<file path="config.mk">
export PLATFORM = sky130hd
export DESIGN_NAME = uart_word_query
export DESIGN_NICKNAME = d
export VERILOG_FILES = /design/src/rtl/uart_word_pkg.sv /design/src/rtl/uart_byte_rx.sv /design/src/rtl/uart_word_query.sv
export SDC_FILE = /design/constraint.sdc
export NUM_CORES = 1
export LEC_CHECK = 0
export ABC_CLOCK_PERIOD_IN_PS = 6670
export CAP_MARGIN = 10
export CORE_UTILIZATION = 53
export DETAILED_ROUTE_END_ITERATION = 10
export PLACE_DENSITY = 0.73
export SKIP_CTS_REPAIR_TIMING = 1
export SYNTH_ARGS = -nofsm -noshare
export SYNTH_HDL_FRONTEND = slang
export SYNTH_SLANG_ARGS = --single-unit
</file>
<file path="constraint.sdc">
create_clock -name clk -period 6.67 [get_ports clk]
set_clock_uncertainty 0.2 [all_clocks]
set_input_delay 2.001 -clock clk [delete_from_list [all_inputs] [get_ports clk]]
set_output_delay 2.001 -clock clk [all_outputs]
set_load 0.02 [all_outputs]
</file>
<file path="src/rtl/uart_word_pkg.sv">
// Shared types and frame constants for the UART word-query block.
package uart_word_pkg;
    localparam int UART_DATA_BITS  = 8;
    localparam int UART_FRAME_BITS = 10;

    typedef enum logic [1:0] {IDLE, SEND, RECV, DONE} state_t;
endpackage

</file>
<file path="src/rtl/uart_byte_rx.sv">
// 8N1 byte receiver: 2-flop synchroniser, falling-edge start detect, mid-bit sampling.
module uart_byte_rx
    import uart_word_pkg::*;
#(
    parameter int CLKS_PER_BIT = 868
) (
    input  logic                      clk,
    input  logic                      reset,
    input  logic                      rx,
    output logic                      frame_start,
    output logic [UART_DATA_BITS-1:0] byte_out,
    output logic                      byte_valid,
    output logic                      stop_err
);
    localparam int CW = $clog2(CLKS_PER_BIT + 1);
    localparam logic [CW-1:0] BIT_TC = CW'(CLKS_PER_BIT - 1);
    localparam logic [CW-1:0] MID    = CW'(CLKS_PER_BIT / 2);
    // The detect cycle is already the first cycle of the start bit.
    localparam logic [CW-1:0] FIRST  = CW'(CLKS_PER_BIT - 2);
    localparam logic [3:0]    STOP_IDX = 4'(UART_FRAME_BITS - 1);

    logic                      sync1_q, sync1_d, sync2_q, sync2_d, prev_q, prev_d;
    logic                      armed_q, armed_d, active_q, active_d;
    logic [CW-1:0]             arm_cnt_q, arm_cnt_d, tmr_q, tmr_d;
    logic [3:0]                idx_q, idx_d;
    logic [UART_DATA_BITS-1:0] shift_q, shift_d;
    logic                      valid_q, valid_d, err_q, err_d;

    always_comb begin
        sync1_d   = rx;
        sync2_d   = sync1_q;
        prev_d    = sync2_q;
        armed_d   = armed_q;
        arm_cnt_d = arm_cnt_q;
        active_d  = active_q;
        tmr_d     = tmr_q;
        idx_d     = idx_q;
        shift_d   = shift_q;
        valid_d   = 1'b0;
        err_d     = 1'b0;

        frame_start = armed_q && !active_q && prev_q && !sync2_q;

        // Line must sit high for a full bit before the first start edge counts.
        if (!armed_q) begin
            if (!sync2_q)
                arm_cnt_d = '0;
            else if (arm_cnt_q == BIT_TC)
                armed_d = 1'b1;
            else
                arm_cnt_d = arm_cnt_q + CW'(1);
        end

        if (frame_start) begin
            active_d = 1'b1;
            tmr_d    = FIRST;
            idx_d    = '0;
        end else if (active_q) begin
            if (tmr_q == '0) begin
                tmr_d = BIT_TC;
                idx_d = idx_q + 4'd1;
            end else begin
                tmr_d = tmr_q - CW'(1);
            end
            if (tmr_q == MID) begin
                if (idx_q == '0) begin
                    if (sync2_q)
                        active_d = 1'b0;
                end else if (idx_q == STOP_IDX) begin
                    active_d = 1'b0;
                    valid_d  = sync2_q;
                    err_d    = !sync2_q;
                end else begin
                    shift_d = {sync2_q, shift_q[UART_DATA_BITS-1:1]};
                end
            end
        end
    end

    always_ff @(posedge clk or posedge reset) begin
        if (reset) begin
            sync1_q   <= 1'b0;
            sync2_q   <= 1'b0;
            prev_q    <= 1'b0;
            armed_q   <= 1'b0;
            arm_cnt_q <= '0;
            active_q  <= 1'b0;
            tmr_q     <= '0;
            idx_q     <= '0;
            shift_q   <= '0;
            valid_q   <= 1'b0;
            err_q     <= 1'b0;
        end else begin
            sync1_q   <= sync1_d;
            sync2_q   <= sync2_d;
            prev_q    <= prev_d;
            armed_q   <= armed_d;
            arm_cnt_q <= arm_cnt_d;
            active_q  <= active_d;
            tmr_q     <= tmr_d;
            idx_q     <= idx_d;
            shift_q   <= shift_d;
            valid_q   <= valid_d;
            err_q     <= err_d;
        end
    end

    assign byte_out   = shift_q;
    assign byte_valid = valid_q;
    assign stop_err   = err_q;
endmodule

</file>
<file path="src/rtl/uart_word_query.sv">
// Sends an address over UART, then collects a fixed-length response word.
//   state | meaning
//   IDLE  | waiting for start
//   SEND  | shifting address frames out on tx
//   RECV  | assembling response bytes, watching for silence / bad stop
//   DONE  | one cycle: data updated, data_valid high
module uart_word_query
    import uart_word_pkg::*;
#(
    parameter int CLKS_PER_BIT = 868,
    parameter int ADDR_BYTES   = 2,
    parameter int DATA_BYTES   = 4,
    parameter int MSB_FIRST    = 0,
    parameter int TIMEOUT_CLKS = 1_000_000
) (
    input  logic                    clk,
    input  logic                    reset,
    input  logic                    start,
    input  logic [8*ADDR_BYTES-1:0] addr,
    input  logic                    rx,
    output logic                    tx,
    output logic                    busy,
    output logic [8*DATA_BYTES-1:0] data,
    output logic                    data_valid,
    output logic                    timeout,
    output logic                    frame_err
);
    localparam int AW = 8 * ADDR_BYTES;
    localparam int DW = 8 * DATA_BYTES;
    localparam int CW = $clog2(CLKS_PER_BIT + 1);
    localparam int SW = $clog2(TIMEOUT_CLKS + 1);
    localparam logic [CW-1:0] BIT_TC   = CW'(CLKS_PER_BIT - 1);
    localparam logic [3:0]    STOP_IDX = 4'(UART_FRAME_BITS - 1);

    state_t        state_q, state_d;
    logic [AW-1:0] shift_q, shift_d, shift_nx;
    logic [8:0]    frame_q, frame_d;
    logic [CW-1:0] tmr_q, tmr_d;
    logic [3:0]    bit_q, bit_d, left_q, left_d, cnt_q, cnt_d;
    logic [DW-1:0] asm_q, asm_d, asm_nx, data_q, data_d;
    logic [SW-1:0] sil_q, sil_d;
    logic          tx_q, tx_d, dv_q, dv_d, to_q, to_d, fe_q, fe_d;

    logic       rx_start, rx_valid, rx_err;
    logic [7:0] rx_byte;

    uart_byte_rx #(.CLKS_PER_BIT(CLKS_PER_BIT)) u_rx (
        .clk        (clk),
        .reset      (reset),
        .rx         (rx),
        .frame_start(rx_start),
        .byte_out   (rx_byte),
        .byte_valid (rx_valid),
        .stop_err   (rx_err)
    );

    function automatic logic [7:0] lead_byte(input logic [AW-1:0] v);
        return (MSB_FIRST != 0) ? v[AW-1 -: 8] : v[7:0];
    endfunction

    assign shift_nx = (MSB_FIRST != 0) ? (shift_q << 8) : (shift_q >> 8);
    assign asm_nx   = (MSB_FIRST != 0) ? ((asm_q << 8) | DW'(rx_byte))
                                       : ((asm_q >> 8) | (DW'(rx_byte) << (DW - 8)));

    always_comb begin
        state_d = state_q;
        shift_d = shift_q;
        frame_d = frame_q;
        tmr_d   = tmr_q;
        bit_d   = bit_q;
        left_d  = left_q;
        cnt_d   = cnt_q;
        asm_d   = asm_q;
        data_d  = data_q;
        sil_d   = sil_q;
        tx_d    = tx_q;
        dv_d    = 1'b0;
        to_d    = 1'b0;
        fe_d    = 1'b0;

        case (state_q)
            IDLE: if (start) begin
                state_d = SEND;
                shift_d = addr;
                frame_d = {1'b1, lead_byte(addr)};
                tx_d    = 1'b0;
                tmr_d   = BIT_TC;
                bit_d   = '0;
                left_d  = 4'(ADDR_BYTES - 1);
            end
            SEND: begin
                if (tmr_q != '0) begin
                    tmr_d = tmr_q - CW'(1);
                end else begin
                    tmr_d = BIT_TC;
                    if (bit_q != STOP_IDX) begin
                        bit_d   = bit_q + 4'd1;
                        tx_d    = frame_q[0];
                        frame_d = {1'b0, frame_q[8:1]};
                    end else if (left_q != '0) begin
                        left_d  = left_q - 4'd1;
                        shift_d = shift_nx;
                        frame_d = {1'b1, lead_byte(shift_nx)};
                        tx_d    = 1'b0;
                        bit_d   = '0;
                    end else begin
                        state_d = RECV;
                        tx_d    = 1'b1;
                        sil_d   = '0;
                        cnt_d   = '0;
                        asm_d   = '0;
                    end
                end
            end
            RECV: begin
                sil_d = rx_start ? '0 : sil_q + SW'(1);
                if (rx_valid) begin
                    asm_d = asm_nx;
                    if (cnt_q == 4'(DATA_BYTES - 1)) begin
                        state_d = DONE;
                        data_d  = asm_nx;
                        dv_d    = 1'b1;
                    end else begin
                        cnt_d = cnt_q + 4'd1;
                    end
                end else if (rx_err) begin
                    state_d = IDLE;
                    fe_d    = 1'b1;
                    asm_d   = '0;
                    cnt_d   = '0;
                end else if (!rx_start && sil_q == SW'(TIMEOUT_CLKS - 1)) begin
                    state_d = IDLE;
                    to_d    = 1'b1;
                    asm_d   = '0;
                    cnt_d   = '0;
                end
            end
            DONE:    state_d = IDLE;
            default: state_d = IDLE;
        endcase
    end

    always_ff @(posedge clk or posedge reset) begin
        if (reset) begin
            state_q <= IDLE;
            shift_q <= '0;
            frame_q <= '0;
            tmr_q   <= '0;
            bit_q   <= '0;
            left_q  <= '0;
            cnt_q   <= '0;
            asm_q   <= '0;
            data_q  <= '0;
            sil_q   <= '0;
            tx_q    <= 1'b1;
            dv_q    <= 1'b0;
            to_q    <= 1'b0;
            fe_q    <= 1'b0;
        end else begin
            state_q <= state_d;
            shift_q <= shift_d;
            frame_q <= frame_d;
            tmr_q   <= tmr_d;
            bit_q   <= bit_d;
            left_q  <= left_d;
            cnt_q   <= cnt_d;
            asm_q   <= asm_d;
            data_q  <= data_d;
            sil_q   <= sil_d;
            tx_q    <= tx_d;
            dv_q    <= dv_d;
            to_q    <= to_d;
            fe_q    <= fe_d;
        end
    end

    assign tx         = tx_q;
    assign busy       = (state_q != IDLE);
    assign data       = data_q;
    assign data_valid = dv_q;
    assign timeout    = to_q;
    assign frame_err  = fe_q;
endmodule

</file>
# ---- Yosys cells after proc, flatten, opt, wreduce, memory -nomap -nowiden
# Cells that the tools add are included.
dict set report totals {
  regBits 176
  input_bits 20
  elab_cells 180
}
dict set report op_classes {
  n_addsub 8
  eq_ne 19
  mux 94
  bitwise_logic 5
  reduce_logical 29
}
# operator n
set op_table {}
lappend op_table {{32-bit two-way mux} 6}
lappend op_table {{20-bit two-way mux} 4}
lappend op_table {{4-bit two-way mux} 18}
lappend op_table {{10-bit two-way mux} 7}
lappend op_table {{16-bit two-way mux} 4}
lappend op_table {{32-bit case mux with 2 select lines} 1}
lappend op_table {{20-bit case mux with 2 select lines} 1}
lappend op_table {{9-bit two-way mux} 4}
lappend op_table {{1-bit two-way mux} 33}
lappend op_table {{24-bit by 32-bit bitwise OR with 32-bit output} 1}
lappend op_table {{16-bit case mux with 2 select lines} 1}
lappend op_table {{4-bit case mux with 2 select lines} 3}
lappend op_table {{20-bit by 1-bit adder with 20-bit output, second input constant} 1}
lappend op_table {{20-bit == test, second input constant} 1}
lappend op_table {{10-bit case mux with 2 select lines} 1}
lappend op_table {{10-bit by 1-bit subtractor with 10-bit output, second input constant} 2}
lappend op_table {{9-bit case mux with 2 select lines} 1}
lappend op_table {{2-bit two-way mux} 8}
lappend op_table {{5-bit AND reduction} 3}
lappend op_table {{4-bit by 1-bit adder with 4-bit output, second input constant} 3}
lappend op_table {{2-bit != test, second input constant} 6}
lappend op_table {{6-bit AND reduction} 2}
lappend op_table {{10-bit by 1-bit adder with 10-bit output, second input constant} 1}
lappend op_table {{10-bit == test, second input constant} 1}
lappend op_table {{other kinds (23)} 42}

# ---- Logic depth before layout (Yosys ltp)
dict set report logic_depth {
  ltp_word 10
  ltp_mapped 9
}

# ---- By module
# A second synthesis with hierarchy kept.
dict set report unflattened {
  hier_cells 647
  hier_area_um2 7310.8
}
# module n_inst cells_per_inst area_each_um2 seq_area_each_um2
set modules_own_cells {}
lappend modules_own_cells {uart_word_query 1 468 5391.4 3029.2}
lappend modules_own_cells {uart_byte_rx 1 179 1919.3 975.9}

# ---- Worst setup path before layout
# No wires, ideal clock.
dict set report synth_timing {
  kind {input to register}
  startpoint {input port start}
  endpoint {register shift_q[10]}
  arrival_ns 3.009
  required_time_ns 6.349
  path_slack_ns 3.340
  cell_stages 6
  path_cell_list {nor2_1 > or2_2 > clkbuf_1 > a21o_1 > clkbuf_1 > a22o_1}
}
dict set report synth_via {
  elab_chain_len 2
}
# element line
set synth_rtl {}
lappend synth_rtl {{start: declaration} uart_word_query.sv:18} ;# input logic start,
lappend synth_rtl {{2-bit != test (no line)} n/a}
lappend synth_rtl {{5-bit AND reduction (no line)} n/a}
lappend synth_rtl {{end signal: assignment} uart_word_query.sv:161} ;# shift_q <= shift_d;
lappend synth_rtl {{end: declaration} uart_word_query.sv:36} ;# logic [AW-1:0] shift_q, shift_d, shift_nx;
# No other way between the ends.
# A chain may end at the register's enable or synchronous reset.

# ---- Final worst setup path
dict set report layout_timing {
  startpoint {register state_q[0]}
  endpoint {output port busy}
}
dict set report layout_via {
  elab_chain_len 1
}
# element line
set layout_rtl {}
lappend layout_rtl {{start: declaration} uart_word_query.sv:35} ;# state_t state_q, state_d;
lappend layout_rtl {{start signal: assignment} uart_word_query.sv:160} ;# state_q <= state_d;
lappend layout_rtl {{2-bit nonzero test} uart_word_query.sv:178} ;# assign busy = (state_q != IDLE);
lappend layout_rtl {{end: declaration} uart_word_query.sv:22} ;# output logic busy,
# No other way between the ends.

==> results.sh <==
export IMPL_outcome="finished, final reports clean"
export IMPL_place_inst=916
export IMPL_final_instance_count_excl_fill=948
export IMPL_grt_usage_pct=22.3
export IMPL_n_fill_cell=1056
export IMPL_initial_core_util_pct=54.5
export IMPL_syn2layout_area_growth_pct=16.8
export IMPL_netlist_area_um2=7570
export IMPL_max_slew_worst_pin_slew_ns=1.18
export IMPL_grt_max_degree=94
export IMPL_cts_htree_levels=4
export IMPL_p_leak_nw=4.06
export IMPL_via_per_inst=5.90
export IMPL_worstSkewPairLatency_ns=0.43
export IMPL_cp_cell_sequence="inv_1, ha_1, inv_1, clkdlybuf4s50_1"
export IMPL_cp_top_family="buffers and inverters"
export IMPL_ys_seq_elements=160
export IMPL_cts_tree="yes"
export IMPL_finalHoldViolCount=0
export IMPL_nets=792
export IMPL_port_buffers=56
export IMPL_grt_pass1_vias=5363
export IMPL_synth_nets=749
export IMPL_ir_drop_mv=0.170
export IMPL_grt_overflow_total=0
export IMPL_drc=0
export IMPL_drv_cap=0
export IMPL_clk_pin_slew_ns=0.06
export IMPL_ant_nets=0
export IMPL_numCtsBuffers=17
export IMPL_worst_path_max_fanout=4
export IMPL_die_w_um=121
export IMPL_whs_ns=0.154
export IMPL_synth_most_common_cell="dfrtp_1"
export IMPL_core_um2=13900
export IMPL_cellPowerDensity_nw_per_um2=229
export IMPL_cp_common_cell="inv_1"
export IMPL_fp_dieArea_um2=14800
export IMPL_finalCritPeriodShare_pct=61.8
export IMPL_finalSetupViolCount=0
export IMPL_drt_iter0_markers=398
export IMPL_cp_start_kind="register"
export IMPL_utilization_pct=63.7
export IMPL_synth_seq_area_share_pct=52.9
export IMPL_hold_path_depth=0
export IMPL_grt_pass1_wl_mm=25.9
export IMPL_ff2ff_path_depth=7
export IMPL_cts_sinks=160
export IMPL_clk_root_buffer_cell="clkbuf_16"
export IMPL_drive_gt1_share_pct=14.8
export IMPL_path_depth=4
export IMPL_dieHeight_um=121
export IMPL_slowest_stage="clkdlybuf4s50_1"
export IMPL_gp_congestion=0.850
export IMPL_antenna_found_initial=0
export IMPL_wl_per_cell_um=16.2
export IMPL_rsz0062_at_grt="no"
export IMPL_wl_mm=15.4
export IMPL_finalCriticalPeriod_ns=4.12
export IMPL_netlist_instances=712
export IMPL_relSlewSlack_pct=21.7
export IMPL_syn_area_per_cell_um2=10.6
export IMPL_clock_path_buffers=2
export IMPL_clock_fmax_ghz=0.242
export IMPL_synth_area_leader_cell="dfrtp_1"
export IMPL_max_stage_delay_ns=0.62
export IMPL_ys_types=60
export IMPL_crit_type="register to primary output"
export IMPL_setup_tns_ns=0
export IMPL_critPathBufInv=3
export IMPL_antenna_cells=0
export IMPL_min_path_type="register to register"
export IMPL_synthTopCellsByCount="dfrtp_1 (159), nand2_1 (77), o21ai_0 (43)"
export IMPL_ios=57
export IMPL_synth_top_cell_area_share_pct=52.6
export IMPL_end_kind="primary output"
export IMPL_cp_required_ns=4.47
export IMPL_yosysWarnings=0
export IMPL_slew_viol_final=0
export IMPL_vias=5595
export IMPL_hpwl_mm=10.2
export IMPL_num_rows=43
export IMPL_synth_flop_cell="dfrtp_1"
export IMPL_synthTopCellsByArea="dfrtp_1 (53%), mux2_2 (6.3%), nand2_1 (3.8%)"
export IMPL_async_flop_share_pct=100
export IMPL_drtPass1Iterations=5
export IMPL_synth_edff_count=0
export IMPL_worstPathArrival_ns=1.92
==> flip-flops by register name, summed over array words and instances (netlist names), 2 cells and up <==
register and flops:
state_q 2, shift_q 8, sil_q 20, data 32, left_q 4, frame_q 9, bit_q 4, tmr_q 10
u_rx.byte_out 8, u_rx.idx_q 4, u_rx.tmr_q 10, u_rx.arm_cnt_q 10, cnt_q 4, asm_q 24
==> final cells by class <==
type | instances | area (µm²) | area share (%)
Clock buffer | 20 | 457 | 5.17
Multi-Input combinational cell | 498 | 3330 | 37.7
Clock inverter | 12 | 158 | 1.78
Inverter | 19 | 76.3 | 0.864
Timing Repair Buffer | 59 | 583 | 6.60
Tap cell | 180 | 225 | 2.55
Sequential cell | 160 | 4010 | 45.3
==> layer usage <==
layer  global-route usage, %  part of all wire, %
met2                    36.0                   48
met1                    30.0                   48
met3                    4.65                  3.4
met4                    7.02                  1.1
met5                       0                    0
==> where the power goes <==
group,switching (W),leakage [nW],internal (W)
Sequential,0.00000528,2.16,0.000976
Clock,0.000391,0.293,0.000610
Combinational,0.0000252,1.60,0.0000163
==> final timing paths <==
path,startpoint,to,slack [ns]
hold reg to reg,u_rx.sync1_q$_DFF_PP0_,u_rx.prev_d$_DFF_PP0_,0.15
setup reg to reg,tmr_q[0]$_DFFE_PP0P_,cnt_q[3]$_DFFE_PP0P_,3.14
setup / recovery,state_q[0]$_DFFE_PP0P_,busy,2.55
min in group asynchronous,reset,sil_q[12]$_DFFE_PP0P_,1.92
max in group asynchronous,reset,u_rx.idx_q[2]$_DFFE_PP0P_,3.29
hold / removal,u_rx.sync1_q$_DFF_PP0_,u_rx.prev_d$_DFF_PP0_,0.15
==> cell families (layout without fill, tap and decap cells) <==
kind of cell	Yosys count	count (layout)	share of synthesized area, %
adder cells (fa/ha/maj)	17	17	2.81
buffers and inverters	54	110	3.01
flip-flops	160	160	52.9
multiplexers	45	45	6.65
AO/OA/AOI/OAI	151	151	13.8
XOR/XNOR	19	19	2.20
AND/OR/NAND/NOR	266	266	18.6
==> through the flow <==
stage / setup slack [ns] / instance area (µm²) / total power, W
final: 2.55 / 8840 / 0.00202
after global routing: 2.47 / 8840 / 0.00209
after CTS: 2.56 / 8840 / 0.00204
after detailed placement: 2.59 / 8220 / 0.00104
after global placement: 2.69 / 8220 / 0.00104
after floorplan: 0.151 / 7570 / 0.00102
==> placed cells by master (no fill, tap or decap), types with 3 or more instances in the layout <==
cell type	count
nand3_1	29
clkbuf_16	17
dfrtp_1	159
a31oi_1	3
nor3_1	13
inv_6	3
a21o_1	5
ha_1	17
nand2b_1	5
nor4_1	6
nor2b_1	5
a22o_1	9
xor2_1	7
o41ai_1	4
clkinvlp_4	3
xnor2_1	12
mux2_2	42
or2_2	5
clkdlybuf4s50_1	56
nand4_1	35
o21ai_0	42
bufinv_16	3
inv_1	18
and4_1	3
o211ai_1	4
and3_1	9
nor3b_1	4
a21bo_2	24
nor2_1	40
buf_4	3
a21oi_1	30
o31ai_1	19
or4_1	7
nand2_1	77
or3_1	3
and3b_1	3
mux2i_1	3
and2_1	5
No activity file was read; power rests on OpenSTA's default activity.
